## config.mk

```make
export PLATFORM = sky130hd
export DESIGN_NAME = alu_result_buffer
export DESIGN_NICKNAME = d
export VERILOG_FILES = /design/src/rtl/alu_result_buffer.sv
export SDC_FILE = /design/constraint.sdc
export NUM_CORES = 1
export LEC_CHECK = 0
export ABC_CLOCK_PERIOD_IN_PS = 1950
export BUFFER_PORTS_ARGS = -buffer_cell sky130_fd_sc_hd__buf_2
export CAP_MARGIN = 10
export CORE_MARGIN = 4
export CORE_UTILIZATION = 35
export CTS_CLUSTER_DIAMETER = 120
export DETAILED_ROUTE_END_ITERATION = 10
export PLACE_DENSITY_LB_ADDON = 0.1
export SYNTH_ARGS = -nofsm -noshare
export SYNTH_HDL_FRONTEND = slang
export SYNTH_SLANG_ARGS = --single-unit
```

## constraint.sdc

```tcl
create_clock -name clk -period 1.95 [get_ports clk]
set_input_delay 0.2925 -clock clk [delete_from_list [all_inputs] [get_ports clk]]
set_output_delay 0.2925 -clock clk [all_outputs]
set_load 0.05 [all_outputs]
```

## src/rtl/alu_result_buffer.sv

```systemverilog
// alu_result_buffer: registered output FIFO for the 8-bit ALU datapath.
// Each accepted result is stored with zero/neg/parity flags that are computed when it is written.
// The head entry is shown directly from storage.
// in_ready and out_valid are decoded from the registered count only.
module alu_result_buffer #(
  parameter int unsigned DEPTH = 4,
  parameter int unsigned CW    = 3
) (
  input  logic          clk,
  input  logic          rst_n,
  input  logic          in_valid,
  output logic          in_ready,
  input  logic [7:0]    in_data,
  output logic          out_valid,
  input  logic          out_ready,
  output logic [7:0]    out_data,
  output logic          out_zero,
  output logic          out_neg,
  output logic          out_parity,
  output logic [CW-1:0] count,
  output logic          overrun
);

  localparam int unsigned AW = (DEPTH > 1) ? $clog2(DEPTH) : 1;

  // Entry layout: {parity, neg, zero, data[7:0]}
  localparam int unsigned EW = 11;

  logic [EW-1:0] mem_q [DEPTH];
  logic [AW-1:0] wr_ptr_q, wr_ptr_d;
  logic [AW-1:0] rd_ptr_q, rd_ptr_d;
  logic [CW-1:0] count_q, count_d;
  logic          overrun_q, overrun_d;

  logic          full;
  logic          empty;
  logic          push;
  logic          pop;
  logic [EW-1:0] wr_entry;
  logic [EW-1:0] head_entry;

  // Handshake decode from registered occupancy only
  always_comb begin
    full      = (count_q == CW'(DEPTH));
    empty     = (count_q == '0);
    in_ready  = ~full;
    out_valid = ~empty;
    push      = in_valid & ~full;
    pop       = ~empty & out_ready;
  end

  // Status flags are computed from the incoming result at write time
  always_comb begin
    wr_entry        = '0;
    wr_entry[7:0]   = in_data;
    wr_entry[8]     = (in_data == 8'h00);
    wr_entry[9]     = in_data[7];
    wr_entry[10]    = ^in_data;
  end

  // Next-state for the pointers, occupancy and the sticky overrun flag
  always_comb begin
    wr_ptr_d  = wr_ptr_q;
    rd_ptr_d  = rd_ptr_q;
    count_d   = count_q;
    overrun_d = overrun_q | (in_valid & full);
    // DEPTH is a power of two, so the pointers wrap naturally at AW bits
    if (push) begin
      wr_ptr_d = wr_ptr_q + 1'b1;
    end
    if (pop) begin
      rd_ptr_d = rd_ptr_q + 1'b1;
    end
    unique case ({push, pop})
      2'b10:   count_d = count_q + 1'b1;
      2'b01:   count_d = count_q - 1'b1;
      default: count_d = count_q;
    endcase
  end

  // Control state: reset discards every stored entry
  always_ff @(posedge clk or negedge rst_n) begin
    if (!rst_n) begin
      wr_ptr_q  <= '0;
      rd_ptr_q  <= '0;
      count_q   <= '0;
      overrun_q <= 1'b0;
    end else begin
      wr_ptr_q  <= wr_ptr_d;
      rd_ptr_q  <= rd_ptr_d;
      count_q   <= count_d;
      overrun_q <= overrun_d;
    end
  end

  // Entry storage is not reset; contents are only observable while counted
  always_ff @(posedge clk) begin
    if (push) begin
      mem_q[wr_ptr_q] <= wr_entry;
    end
  end

  // Head entry is presented without waiting for out_ready
  always_comb begin
    head_entry = mem_q[rd_ptr_q];
    out_data   = head_entry[7:0];
    out_zero   = head_entry[8];
    out_neg    = head_entry[9];
    out_parity = head_entry[10];
    count      = count_q;
    overrun    = overrun_q;
  end

endmodule

```

Yosys cells after proc, flatten, opt, wreduce, memory -nomap -nowiden
Memories as Yosys holds them, arrays and structs flattened.
Cells that the tools add are included.
{"block": "op_classes", "n_addsub": 4, "eq_ne": 3, "n_mux": 3, "bitwise_logic": 6, "reduce_logical": 4}
{"op": "8-bit zero test", "count": 1}
{"op": "8-bit parity", "count": 1}
{"op": "3-bit one-hot mux with 2 select lines", "count": 1}
{"op": "2-bit by 1-bit adder with 2-bit output (second input constant)", "count": 2}
{"op": "3-bit by 1-bit adder with 3-bit output (second input constant)", "count": 1}
{"op": "1-bit AND", "count": 3}
{"op": "3-bit equality test (second input constant)", "count": 1}
{"op": "3-bit zero test", "count": 1}
{"op": "3-bit by 1-bit subtractor with 3-bit output (second input constant)", "count": 1}
{"op": "2-bit by 1-bit equality test with 1-bit output (second input constant)", "count": 1}
{"op": "2-bit equality test (second input constant)", "count": 1}
{"op": "1-bit 2-to-1 mux", "count": 2}
{"op": "1-bit inverter", "count": 2}
{"op": "2-bit nonzero test", "count": 1}
{"op": "1-bit OR", "count": 1}
{"block": "word_totals", "reg_bits": 8, "ramBits": 44, "input_bits": 12, "out_inout_bits": 17, "memories": 1}
{"name": "mem_q", "depth": 4, "width": 11, "rd": 1, "rd_clocked_by_memory_dff": 0, "write_ports": 1, "line": "29", "source": "logic [EW-1:0] mem_q [DEPTH];"}

Logic depth before layout (Yosys ltp)
{"block": "depth", "depth_word": 5, "mapped_depth": 9, "depth_no_buf": 8}

Worst setup path after synthesis
Ideal clock, no wire load.
{"block": "synth_timing", "path_kind": "reg2reg", "from": "register count_q[2], in the netlist count[2]", "to": "register count_q[2], in the netlist count[2]", "setup_time_ns": 0.082, "arrival_ns": 2.298, "required_ns": 1.868, "slack_ns": -0.430, "path_stages_with_launch": 10, "path_buffers": 1, "period_less_slack_ns": 2.380, "cell_sequence": "dfrtp_1 > or3b_1 > buf_6 > nand2_4 > ha_1 > inv_1 > fa_1 > xor2_1 > nor2_1 > xor2_1"}
{"block": "synth_via", "elab_chain_len": 5, "word_cells_on_any_way": 12, "classes_between": "add/sub (2); eq/ne (3); mux (1); bitwise (4); reduce/logical (2)"}
{"element": "start, declared", "line": "32", "source": "logic [CW-1:0] count_q, count_d;"}
{"element": "start signal, assigned", "line": "91", "source": "count_q <= count_d;"}
{"element": "3-bit equality test (*)", "line": "44", "source": "full = (count_q == CW'(DEPTH));"}
{"element": "1-bit inverter (*)"}
{"element": "net in_ready", "line": "12", "source": "output logic in_ready,"}
{"element": "1-bit AND (*)", "line": "48", "source": "push = in_valid & ~full;"}
{"element": "2-bit by 1-bit equality test with 1-bit output / 2-bit equality test (equally long branches)", "line": "74", "source": "unique case ({push, pop})"}
{"element": "3-bit one-hot mux with 2 select lines / 2-bit nonzero test (equally long branches)"}
Mark *: on every way through the listed nets, which the timed path passes. The rest lies on a longest branch.
A chain may end at the register's enable or synchronous reset.

Worst setup path after layout
{"block": "layout_timing", "from": "register count_q[0], in the netlist count[0]", "to": "register count_q[2], in the netlist count[2]"}
{"block": "layout_via", "elab_chain_len": 5, "word_cells_on_any_way": 12, "classes_between": "add/sub (2); eq/ne (3); mux (1); bitwise (4); reduce/logical (2)"}
{"element": "3-bit equality test / 3-bit zero test (equally long branches)", "line": "44, 45"}
{"element": "1-bit inverter (on tied branches)", "line": "48, 49"}
{"element": "1-bit AND (on tied branches)", "line": "48, 49"}
{"element": "2-bit by 1-bit equality test with 1-bit output / 2-bit equality test (equally long branches)", "line": "74"}
{"element": "3-bit one-hot mux with 2 select lines / 2-bit nonzero test (equally long branches)"}
Several ways; a longest one is shown, not always the timed one.

==> flow_summary.yaml <==
pwr:
  post-layout-total-power_mw: 4.13
  power_per_cell_area_nw_per_um2: 1700
  power_switching_share_pct: 41.9
  power.net_switching_mw: 1.73
  peakVddDrop_uv: 898
  share_of_total_power_in_sequential_cells_pct: 36.0
  power_leakage_nw: 0.943
  cellInternalPower_mw: 2.40
  clockPowerShare_pct: 14.2
  pwr-share-comb_pct: 49.8
placed_design:
  routabilityCongestion: 0.801
  placed_cell_area_um2: 2320
  placement.setup.worst_slack_ns: 0.0445
  dpl.cell_count: 214
  detailedPlacementHpwl_mm: 2.50
  placement.io_buffers: 28
critical_path:
  timing.critical_path.required_ns: 2.17
  cp_data_arrival_time_ns: 2.09
  worst_setup_path_start_kind: "register"
  critical_path.endpoint_type: "register"
  worst-path-max-fanout: 2
  kind_of_critical_path: "register to register"
sta:
  hold_viol: 0
  fin_skew_ns: 0.00317
  setup_failing_eps_final: 0
  tightest_slew_ns: 0.361
  timing.final.crit_period_ns: 1.87
  final_cycle_share_pct: 96.0
  max_freq_ghz: 0.534
  relSlewSlack_pct: 75.7
  final_critical_path_setup_slack_ns: 0.0783
  grt_setup_unrepaired: "true"
  slew_viol_final: 0
synthesis:
  synth-edff-count: 40
  netlist_instances: 109
  synth.ff_latch_count: 48
  synthesized_net_count: 131
  most_area_hungry_cell_type_in_the_yosys_netlist: "sky130_fd_sc_hd__edfxtp_1"
  post_synth_main_area_contributors: "sky130_fd_sc_hd__edfxtp_1 59%, sky130_fd_sc_hd__mux4_2 11%, sky130_fd_sc_hd__dfrtp_1 9.8%"
  syn_area_um2: 2040
  yosysTopAreaCellShare_pct: 59.0
  yosys_warnings: 0
  post_synth.cell_area_avg_um2: 18.7
  synth_ff_type: "sky130_fd_sc_hd__edfxtp_1"
  ys_async_sr_fraction_pct: 16.7
  synth_seq_area_share_pct: 68.8
  synth.distinct_cells: 22
final_layout:
  nets: 172
  layout.filler_cells: 528
  diodes: 0
  post_layout_nonfiller_instances: 223
  final_cell_mix: "40 x sky130_fd_sc_hd__edfxtp_1, 28 x sky130_fd_sc_hd__buf_2, 12 x sky130_fd_sc_hd__inv_1"
  most_common_cell_after_layout_fill_and_taps_aside: "sky130_fd_sc_hd__edfxtp_1"
  final_core_util_pct: 43.6
  area_growth_pct: 19.2
  ratio_of_cells_with_drive_above_1_in_the_final_layout_pct: 45.7
  final_area_um2: 2430
global_routing:
  grt_start_max_net_pins: 14
  global_route.overflow_total: 0
  grt_pass1_vias: 1155
  track_usage_pct: 10.6
  wire_length_of_the_first_global_routing_pass_mm: 5.80
  antenna_violations_before_repair: 0
floorplanning:
  die_x_um: 84.3
  placeableCoreArea_um2: 5570
  die_footprint_um2: 7100
  rows: 27
  fp.dieH_um: 84.3
  floorplan.initialDensity_pct: 36.5
  top_level_ports: 29
clocking:
  clock_tree.htree_level_count: 2
  clock_latency_ns: 0.29
  cts.sink_count: 48
  cts_root_buffer: "sky130_fd_sc_hd__clkbuf_8"
  num_cts_buffers: 5
  clk_pin_slew_worst_paths_ns: 0.08
  cts_setup_buffers: 0
  cts_buffer_depth: 2
  tritoncts: "done"
route:
  detail_route.wirelength_mm: 3.47
  avgRoutedWirePerCell_um: 15.6
  route.antenna.remaining_nets: 0
  drt_iter0_markers: 50
  dr.pass1.iters: 3
  drt-vias-per-instance: 4.69
  vias: 1046
  drt_drc_violations_left: 0
worst_hold_path:
  holdCritPathClass: "input port to register"
flow_run:
  max_cap_check_violation_count: 0
outcome:
  run_status: "completed"
[stage by stage]
stage / setup TNS, ns / hold WS [ns]
2_1_floorplan: -0.270 / -0.00309
3_3_place_gp: 0 / 0.144
3_5_place_dp: 0 / 0.150
4_1_cts: 0 / 0.222
5_1_grt: -0.0301 / 0.224
6_report: 0 / 0.231
[power by group through the flow]
stage | registers [mW] | logic [mW] | clock network (mW)
after global routing | 1.51 | 2.21 | 0.651
after detailed placement | 1.51 | 2.07 | 0
after global placement | 1.49 | 2.05 | 0
after CTS | 1.49 | 2.09 | 0.615
final | 1.49 | 2.05 | 0.587
after floorplan | 1.65 | 1.42 | 0
[cell usage after synthesis, types with 2 or more instances]
cell / number
sky130_fd_sc_hd__dfrtp_1: 8
sky130_fd_sc_hd__xor2_1: 4
sky130_fd_sc_hd__inv_1: 13
sky130_fd_sc_hd__and3_2: 4
sky130_fd_sc_hd__ha_1: 9
sky130_fd_sc_hd__edfxtp_1: 40
sky130_fd_sc_hd__xnor2_1: 5
sky130_fd_sc_hd__nand2_1: 2
sky130_fd_sc_hd__mux4_2: 10
sky130_fd_sc_hd__buf_4: 2
[layout make-up]
type | instances | area, um^2 | share of cell area, %
multi-input combinational | 44 | 573 | 23.6
sequential | 48 | 1410 | 57.9
timing repair buffer | 38 | 221 | 9.12
clock buffer | 8 | 90.1 | 3.71
tap | 72 | 90.1 | 3.71
inverter | 13 | 48.8 | 2.01
[flip-flops by register name (all words and copies together) (netlist names)]
register,flops
rd_ptr_q,2
count,3
mem_q,40
wr_ptr_q,2
overrun,1
[final timing paths]
path / start / end / slack, ns / depth (start not counted)
worst max register to register: count[0] / count[2] / 0.08 / 8
worst max-delay path: count[0] / count[2] / 0.08 / 8
min in group asynchronous: rst_n / overrun / 0.37 / 2
max in group asynchronous: rst_n / count[2] / 1.40 / 2
worst min register to register: overrun / overrun / 0.47 / 1
worst min-delay path: in_data[4] / mem_q[1][4] / 0.23 / 1
[routing by layer]
metal | global-route usage, % | wire [um] | vias to the layer above
li1 | - | - | 487
met5 | 0 | 0 | -
met4 | 2.63 | 18 | 0
met1 | 12.7 | 1460 | 535
met2 | 18.4 | 1830 | 22
met3 | 3.73 | 161 | 2
[cells by family after synthesis]
group           Yosys count  share of synthesized area, %
fa+ha+maj                10                          6.51
mux                      11                          11.8
compound gates            3                          1.29
xor+xnor                  9                          3.87
buf+inv                  17                          3.93
simple gates             11                          3.81
flops                    48                          68.8
[timing repair]
item | in CTS | in global routing
gates resized for setup | 0 | 2
hold buffers | 1 | 0
endpoints found under the hold margin | 8 | 0
endpoints found under the setup margin | 0 | 8
[critical path, cell delays in order, from the launching register on]
cell	delay, ns
sky130_fd_sc_hd__dfrtp_2	0.41
sky130_fd_sc_hd__or3b_4	0.41
sky130_fd_sc_hd__nand2_4	0.08
sky130_fd_sc_hd__ha_4	0.14
sky130_fd_sc_hd__inv_2	0.04
sky130_fd_sc_hd__fa_2	0.33
sky130_fd_sc_hd__xor2_1	0.15
sky130_fd_sc_hd__nor2_1	0.11
sky130_fd_sc_hd__xor2_1	0.14
Note: power is estimated with default switching activity, not from simulation.
